`src/rtl/weight_fetch_sequencer_if.sv`:
```
// Weight-side buses of the fetch sequencer: buffer read port and the
// held-word/phase stream that feeds the bit-width MUX and PE array.
interface weight_fetch_sequencer_if #(
    parameter int ADDR_W = 10
);
    logic              rd_en;
    logic [ADDR_W-1:0] rd_addr;
    logic [31:0]       rd_data;
    logic [31:0]       buffer_word;
    logic [1:0]        mux_state;
    logic [1:0]        bitwidth_q;
    logic              out_valid;
    logic              out_ready;

    modport master (
        output rd_en, rd_addr, buffer_word, mux_state, bitwidth_q, out_valid,
        input  rd_data, out_ready
    );

    modport slave (
        input  rd_en, rd_addr, buffer_word, mux_state, bitwidth_q, out_valid,
        output rd_data, out_ready
    );
endinterface

```
`src/rtl/weight_fetch_sequencer.sv`:
```
// Fetches 32-bit weight words, holds each one and steps the MUX phase index
// once per accepted beat; phases per word follow the latched bit-width.
module weight_fetch_sequencer #(
    parameter int ADDR_W = 10,
    parameter int CNT_W  = 10
) (
    input  logic                 clk,
    input  logic                 reset,
    input  logic                 start,
    input  logic [ADDR_W-1:0]    base_addr,
    input  logic [CNT_W-1:0]     word_count,
    input  logic [1:0]           input_bitwidth,
    weight_fetch_sequencer_if.master bus,
    output logic                 busy,
    output logic                 done
);
    typedef enum logic [1:0] {
        S_IDLE    = 2'd0,
        S_FETCH   = 2'd1,
        S_CAPTURE = 2'd2,
        S_EMIT    = 2'd3
    } state_t;

    state_t            r_state, w_state_nxt;
    logic [ADDR_W-1:0] r_addr, w_addr_nxt;
    logic [CNT_W-1:0]  r_words_left, w_words_nxt;
    logic [1:0]        r_bw, w_bw_nxt;
    logic              r_rd_en, w_rd_en_nxt;
    logic [31:0]       r_word, w_word_nxt;
    logic [1:0]        r_mux, w_mux_nxt;
    logic              r_valid, w_valid_nxt;
    logic              r_busy, w_busy_nxt;
    logic              r_done, w_done_nxt;
    logic              w_handshake;
    logic              w_last_phase;

    assign w_handshake = r_valid & bus.out_ready;

    // 8-bit words take one phase, 4-bit two, 2-bit (10/11) four.
    always_comb begin
        case (r_bw)
            2'b00:   w_last_phase = (r_mux == 2'd0);
            2'b01:   w_last_phase = (r_mux == 2'd1);
            default: w_last_phase = (r_mux == 2'd3);
        endcase
    end

    always_ff @(posedge clk or posedge reset) begin
        if (reset) r_state <= S_IDLE;
        else       r_state <= w_state_nxt;
    end

    always_comb begin
        w_state_nxt = r_state;
        w_addr_nxt  = r_addr;
        w_words_nxt = r_words_left;
        w_bw_nxt    = r_bw;
        w_rd_en_nxt = 1'b0;
        w_word_nxt  = r_word;
        w_mux_nxt   = r_mux;
        w_valid_nxt = r_valid;
        w_busy_nxt  = r_busy;
        w_done_nxt  = 1'b0;

        case (r_state)
            S_IDLE: begin
                if (start) begin
                    if (word_count != '0) begin
                        w_addr_nxt  = base_addr;
                        w_words_nxt = word_count;
                        w_bw_nxt    = input_bitwidth;
                        w_rd_en_nxt = 1'b1;
                        w_busy_nxt  = 1'b1;
                        w_state_nxt = S_FETCH;
                    end else begin
                        w_done_nxt  = 1'b1;
                    end
                end
            end
            S_FETCH: begin
                w_state_nxt = S_CAPTURE;
            end
            S_CAPTURE: begin
                w_word_nxt  = bus.rd_data;
                w_mux_nxt   = 2'd0;
                w_valid_nxt = 1'b1;
                w_state_nxt = S_EMIT;
            end
            S_EMIT: begin
                if (w_handshake) begin
                    if (w_last_phase) begin
                        w_mux_nxt   = 2'd0;
                        w_valid_nxt = 1'b0;
                        w_words_nxt = r_words_left - CNT_W'(1);
                        if (r_words_left == CNT_W'(1)) begin
                            w_done_nxt  = 1'b1;
                            w_busy_nxt  = 1'b0;
                            w_state_nxt = S_IDLE;
                        end else begin
                            w_addr_nxt  = r_addr + ADDR_W'(1);
                            w_rd_en_nxt = 1'b1;
                            w_state_nxt = S_FETCH;
                        end
                    end else begin
                        w_mux_nxt = r_mux + 2'd1;
                    end
                end
            end
            default: begin
                w_state_nxt = S_IDLE;
            end
        endcase
    end

    always_ff @(posedge clk or posedge reset) begin
        if (reset) begin
            r_addr       <= '0;
            r_words_left <= '0;
            r_bw         <= '0;
            r_rd_en      <= 1'b0;
            r_word       <= '0;
            r_mux        <= '0;
            r_valid      <= 1'b0;
            r_busy       <= 1'b0;
            r_done       <= 1'b0;
        end else begin
            r_addr       <= w_addr_nxt;
            r_words_left <= w_words_nxt;
            r_bw         <= w_bw_nxt;
            r_rd_en      <= w_rd_en_nxt;
            r_word       <= w_word_nxt;
            r_mux        <= w_mux_nxt;
            r_valid      <= w_valid_nxt;
            r_busy       <= w_busy_nxt;
            r_done       <= w_done_nxt;
        end
    end

    assign bus.rd_en       = r_rd_en;
    assign bus.rd_addr     = r_addr;
    assign bus.buffer_word = r_word;
    assign bus.mux_state   = r_mux;
    assign bus.bitwidth_q  = r_bw;
    assign bus.out_valid   = r_valid;
    assign busy            = r_busy;
    assign done            = r_done;
endmodule

```
`src/flat_wrapper.sv`:
```
// flat-port wrapper written by rule: the top's interface ports become plain ports
module weight_fetch_sequencer_flat 
#(
    parameter int ADDR_W = 10,
    parameter int CNT_W  = 10
)
  (clk, reset, start, base_addr, word_count, input_bitwidth, busy, done, bus_rd_en, bus_rd_addr, bus_buffer_word, bus_mux_state, bus_bitwidth_q, bus_out_valid, bus_rd_data, bus_out_ready);
  weight_fetch_sequencer_if #(.ADDR_W(ADDR_W)) bus_i ();
  input  logic clk;
  input  logic reset;
  input  logic start;
  input  logic [ADDR_W-1:0] base_addr;
  input  logic [CNT_W-1:0] word_count;
  input  logic [1:0] input_bitwidth;
  output logic busy;
  output logic done;
  output wire logic [$bits(bus_i.rd_en)-1:0] bus_rd_en;
  output wire logic [$bits(bus_i.rd_addr)-1:0] bus_rd_addr;
  output wire logic [$bits(bus_i.buffer_word)-1:0] bus_buffer_word;
  output wire logic [$bits(bus_i.mux_state)-1:0] bus_mux_state;
  output wire logic [$bits(bus_i.bitwidth_q)-1:0] bus_bitwidth_q;
  output wire logic [$bits(bus_i.out_valid)-1:0] bus_out_valid;
  input wire logic [$bits(bus_i.rd_data)-1:0] bus_rd_data;
  input wire logic [$bits(bus_i.out_ready)-1:0] bus_out_ready;
  assign bus_rd_en = bus_i.rd_en;
  assign bus_rd_addr = bus_i.rd_addr;
  assign bus_buffer_word = bus_i.buffer_word;
  assign bus_mux_state = bus_i.mux_state;
  assign bus_bitwidth_q = bus_i.bitwidth_q;
  assign bus_out_valid = bus_i.out_valid;
  assign bus_i.rd_data = bus_rd_data;
  assign bus_i.out_ready = bus_out_ready;
  weight_fetch_sequencer #(.ADDR_W(ADDR_W), .CNT_W(CNT_W)) u_core (.clk(clk), .reset(reset), .start(start), .base_addr(base_addr), .word_count(word_count), .input_bitwidth(input_bitwidth), .bus(bus_i), .busy(busy), .done(done));
endmodule
```
`config.mk`:
```
export PLATFORM = sky130hd
export DESIGN_NAME = weight_fetch_sequencer_flat
export DESIGN_NICKNAME = d
export VERILOG_FILES = /design/src/rtl/weight_fetch_sequencer_if.sv /design/src/rtl/weight_fetch_sequencer.sv /design/src/flat_wrapper.sv
export SDC_FILE = /design/constraint.sdc
export NUM_CORES = 1
export LEC_CHECK = 0
export CAP_MARGIN = 10
export CORE_MARGIN = 3
export CORE_UTILIZATION = 40
export CTS_CLUSTER_SIZE = 14
export DETAILED_ROUTE_END_ITERATION = 12
export PLACE_DENSITY = 0.75
export SLEW_MARGIN = 25
export SYNTH_ARGS = -nofsm -noshare
export SYNTH_HDL_FRONTEND = slang
export SYNTH_SLANG_ARGS = --single-unit
export TNS_END_PERCENT = 100
```
`constraint.sdc`:
```
create_clock -name clk -period 2.35 [get_ports clk]
set_input_delay 0.3525 -clock clk [delete_from_list [all_inputs] [get_ports clk]]
set_output_delay 0.3525 -clock clk [all_outputs]
set_load 0.03 [all_outputs]
```
==> flow_summary.yaml <==
run_status:
  status: "complete, no violations"
power:
  vdd.ir_drop.worst_mv: 0.768
  power_density_mw_per_mm2: 1560
  leakagePower_nw: 1.87
floorplanning:
  fp.coreArea_mm2: 0.00741
  ioPinCount: 108
  initial_utilization_pct: 42.2
  die-area_mm2: 0.00891
  die_w_um: 94.4
  chipHeight_um: 94.4
  rows: 31
layout:
  final-seq-area_mm2: 0.00155
  final_common_cell: "clkdlybuf4s50_1"
  layout_common_cells: "clkdlybuf4s50_1 (107), dfrtp_1 (62), mux2_2 (36), nand2_1 (24), buf_4 (17)"
  multi_input_gate_area_in_the_final_layout_mm2: 0.00148
  flow.area_growth_from_synthesis_pct: 47.0
  n_fill_cell: 618
  antenna_cells: 0
  layout-drive-gt1-share_pct: 18.8
  layout.nets: 476
placed_design:
  io_buffers: 107
  dp_slack_ns: -0.0559
  place_congestion: 0.922
  detailedPlacementHpwl_mm: 6.14
synthesis:
  synth_flop_cell: "dfrtp_1"
  mappedNetlistArea_mm2: 0.00313
  ys_ff_latch: 62
  synth_cells: 290
  yosys_warnings: 0
  synth_area_per_cell_um2: 10.8
  synth_fp_nets: 356
  ys_seq_area_share_pct: 49.6
  synth_enable_flop_cells: 0
  synth-async-reset-ratio_pct: 100
  synth_cell_types: 51
global_route:
  grt_pass1_wl_mm: 13.2
  grt.total_usage_pct: 18.7
  grt_start_max_net_pins: 36
  antenna_found_initial: 0
  first_global_vias: 2709
  grt_remaining_overflow: 0
detailed_routing:
  routed-via-count: 2774
  drt-pass1-iter-count: 4
  met3WireLength_um: 750
  route.antenna.remaining_nets: 0
  detailed_route_wire_length_mm: 8.37
  detail_route.drc_violations: 0
  detailroute.wirelength.met2_mm: 3.87
  avgRoutedWirePerCell_um: 16.3
  top_signal_layer_used: "met4"
  vias_per_cell: 5.40
  met1_length_mm: 3.65
  drt_iter0_drc: 88
worst_setup_path:
  worstPathRequired_ns: 2.57
  crit_arrival_ns: 2.38
  regToRegSetupSlack_ns: 0.19
  reg2regPathDepth: 8
  endpoint_kind: "flop"
  reg2reg_from: "u_core.bus.mux_state[1]$_DFFE_PP0P_"
  r2r_end: "u_core.bus.rd_addr[9]$_DFFE_PP0P_"
  criticalPathCategory: "reg2reg"
  critical_path_peak_fanout: 15
  critical_path.endpoint: "u_core.bus.rd_addr[9]$_DFFE_PP0P_"
  worst_setup_path_startpoint: "u_core.bus.mux_state[1]$_DFFE_PP0P_"
  crit_path_start_kind: "flop"
clocking:
  cts-buffers-inserted: 9
  postCtsHoldBufs: 0
  post-cts-setup-buffers: 0
  clk_pin_slew_ns: 0.07
  number_of_levels_in_the_clock_h_tree: 3
  cts.root.buffer_cell: "clkbuf_8"
  cts-root-to-sink-buffers: 2
  cts_tree: "built"
  clock_sinks: 62
  worstSkewPairLatency_ns: 0.33
timing:
  finalCritPeriodShare_pct: 91.9
  fin_worst_skew_ns: 0.00504
  post-route-worst-setup-slack_ns: 0.190
  worst_slew_margin_rel_pct: 65.2
  timing.final.hold_violations: 0
  finalSetupViolCount: 0
  fin_hold_ws_ns: 0.416
  finalMaxSlewViolations: 0
  layout_min_cycle_time_ns: 2.16
  tightest_slew_ns: 0.520
  fmax_ghz: 0.463
  unrepaired_setup_endpoints_after_global_routing: "false"
worst_hold_path:
  timing.hold.worst.class: "in2async"
flow_run:
  drv_cap: 0
[registers in the layout (all words and copies together) (netlist names)]
| name | flops |
|---|---|
| u_core.bus.bitwidth_q | 2 |
| u_core.bus.buffer_word | 32 |
| u_core.bus.mux_state | 2 |
| u_core.bus.out_valid | 1 |
| u_core.bus.rd_addr | 10 |
| u_core.bus.rd_en | 1 |
| u_core.busy | 1 |
| u_core.done | 1 |
| u_core.r_state | 2 |
| u_core.r_words_left | 10 |
[per-stage QoR]
stage                     instance area, um^2  TNS (ns)  power, W  instances  util, %
final                                    4600         0   0.00719        514     62.1
after global placement                   4380   -0.0314   0.00611        498     59.2
after floorplan                          3130         0   0.00459        290        -
after CTS                                4590         0   0.00720        514     62.0
after detailed placement                 4380    -0.229   0.00621        498     59.2
after global routing                     4600         0   0.00765        514     62.1
[cell usage after synthesis (all sizes together) (3+ instances only)]
cell type,n,area [um^2]
or3,4,25.0
mux2,36,405
o2bb2ai,3,26.3
a31oi,13,81.3
a21oi,16,80.1
nor3,3,15.0
inv,12,45.0
nor2,14,52.6
a22oi,4,35.0
o21ai,17,85.1
dfrtp,62,1550
nand4,3,18.8
nand2,24,90.1
or4,4,33.8
nand3,11,55.1
clkbuf,8,30.0
and3,4,25.0
o31ai,3,36.3
ha,8,100
buf,7,36.3
[report_power, final]
group | switching [W] | internal, W | total, W
Clock | 0.000410 | 0.000547 | 0.000957
Combinational | 0.00227 | 0.00190 | 0.00417
Sequential | 0.000445 | 0.00161 | 0.00206
Total | 0.00312 | 0.00406 | 0.00719
[cell families after synthesis]
family,Yosys count,synth area share [%]
mux,38,13.6
simple gates,79,13.0
buf+inv,27,3.56
flops,62,49.6
compound gates,75,16.7
fa+ha+maj,8,3.20
xor+xnor,1,0.280
[worst max-delay path, stage by stage (launching register included)]
cell      delay [ns]
dfrtp_1         0.42
inv_1           0.08
ha_1            0.17
nor3b_2         0.17
o311ai_2        0.48
a22oi_2         0.21
buf_4           0.22
a31oi_1         0.13
o21ba_2         0.17
[layout make-up]
cell class | count | area share, %
tap | 99 | 2.69
multi-input combinational | 201 | 32.1
sequential | 62 | 33.8
timing repair buffer | 124 | 26.1
inverter | 12 | 0.980
clock inverter | 3 | 0.925
clock buffer | 13 | 3.46
[timing repair]
item,CTS,global route
gates cloned,0,0
gates resized for setup,1,1
setup endpoints to repair,2,14
[layer usage]
metal | up-vias | global-route usage (%)
met3 | 9 | 4.06
li1 | 1315 | -
met1 | 1315 | 25.3
met4 | 0 | 5.54
met2 | 135 | 30.1
met5 | - | 0
[worst min-delay path by stage]
stage	slack, ns	cells past startpoint	from	end
5_1_grt	0.47	3	reset	u_core.bus.mux_state[0]$_DFFE_PP0P_
4_1_cts	0.43	3	reset	u_core.r_words_left[4]$_DFFE_PP0P_
3_3_place_gp	0.47	1	u_core.r_words_left[3]$_DFFE_PP0P_	u_core.r_words_left[3]$_DFFE_PP0P_
3_5_place_dp	0.48	1	u_core.r_words_left[3]$_DFFE_PP0P_	u_core.r_words_left[3]$_DFFE_PP0P_
6_report	0.42	3	reset	u_core.bus.rd_addr[6]$_DFFE_PP0P_
2_1_floorplan	0.46	1	u_core.r_words_left[3]$_DFFE_PP0P_	u_core.r_words_left[3]$_DFFE_PP0P_
(Power assumes the default switching activity.)
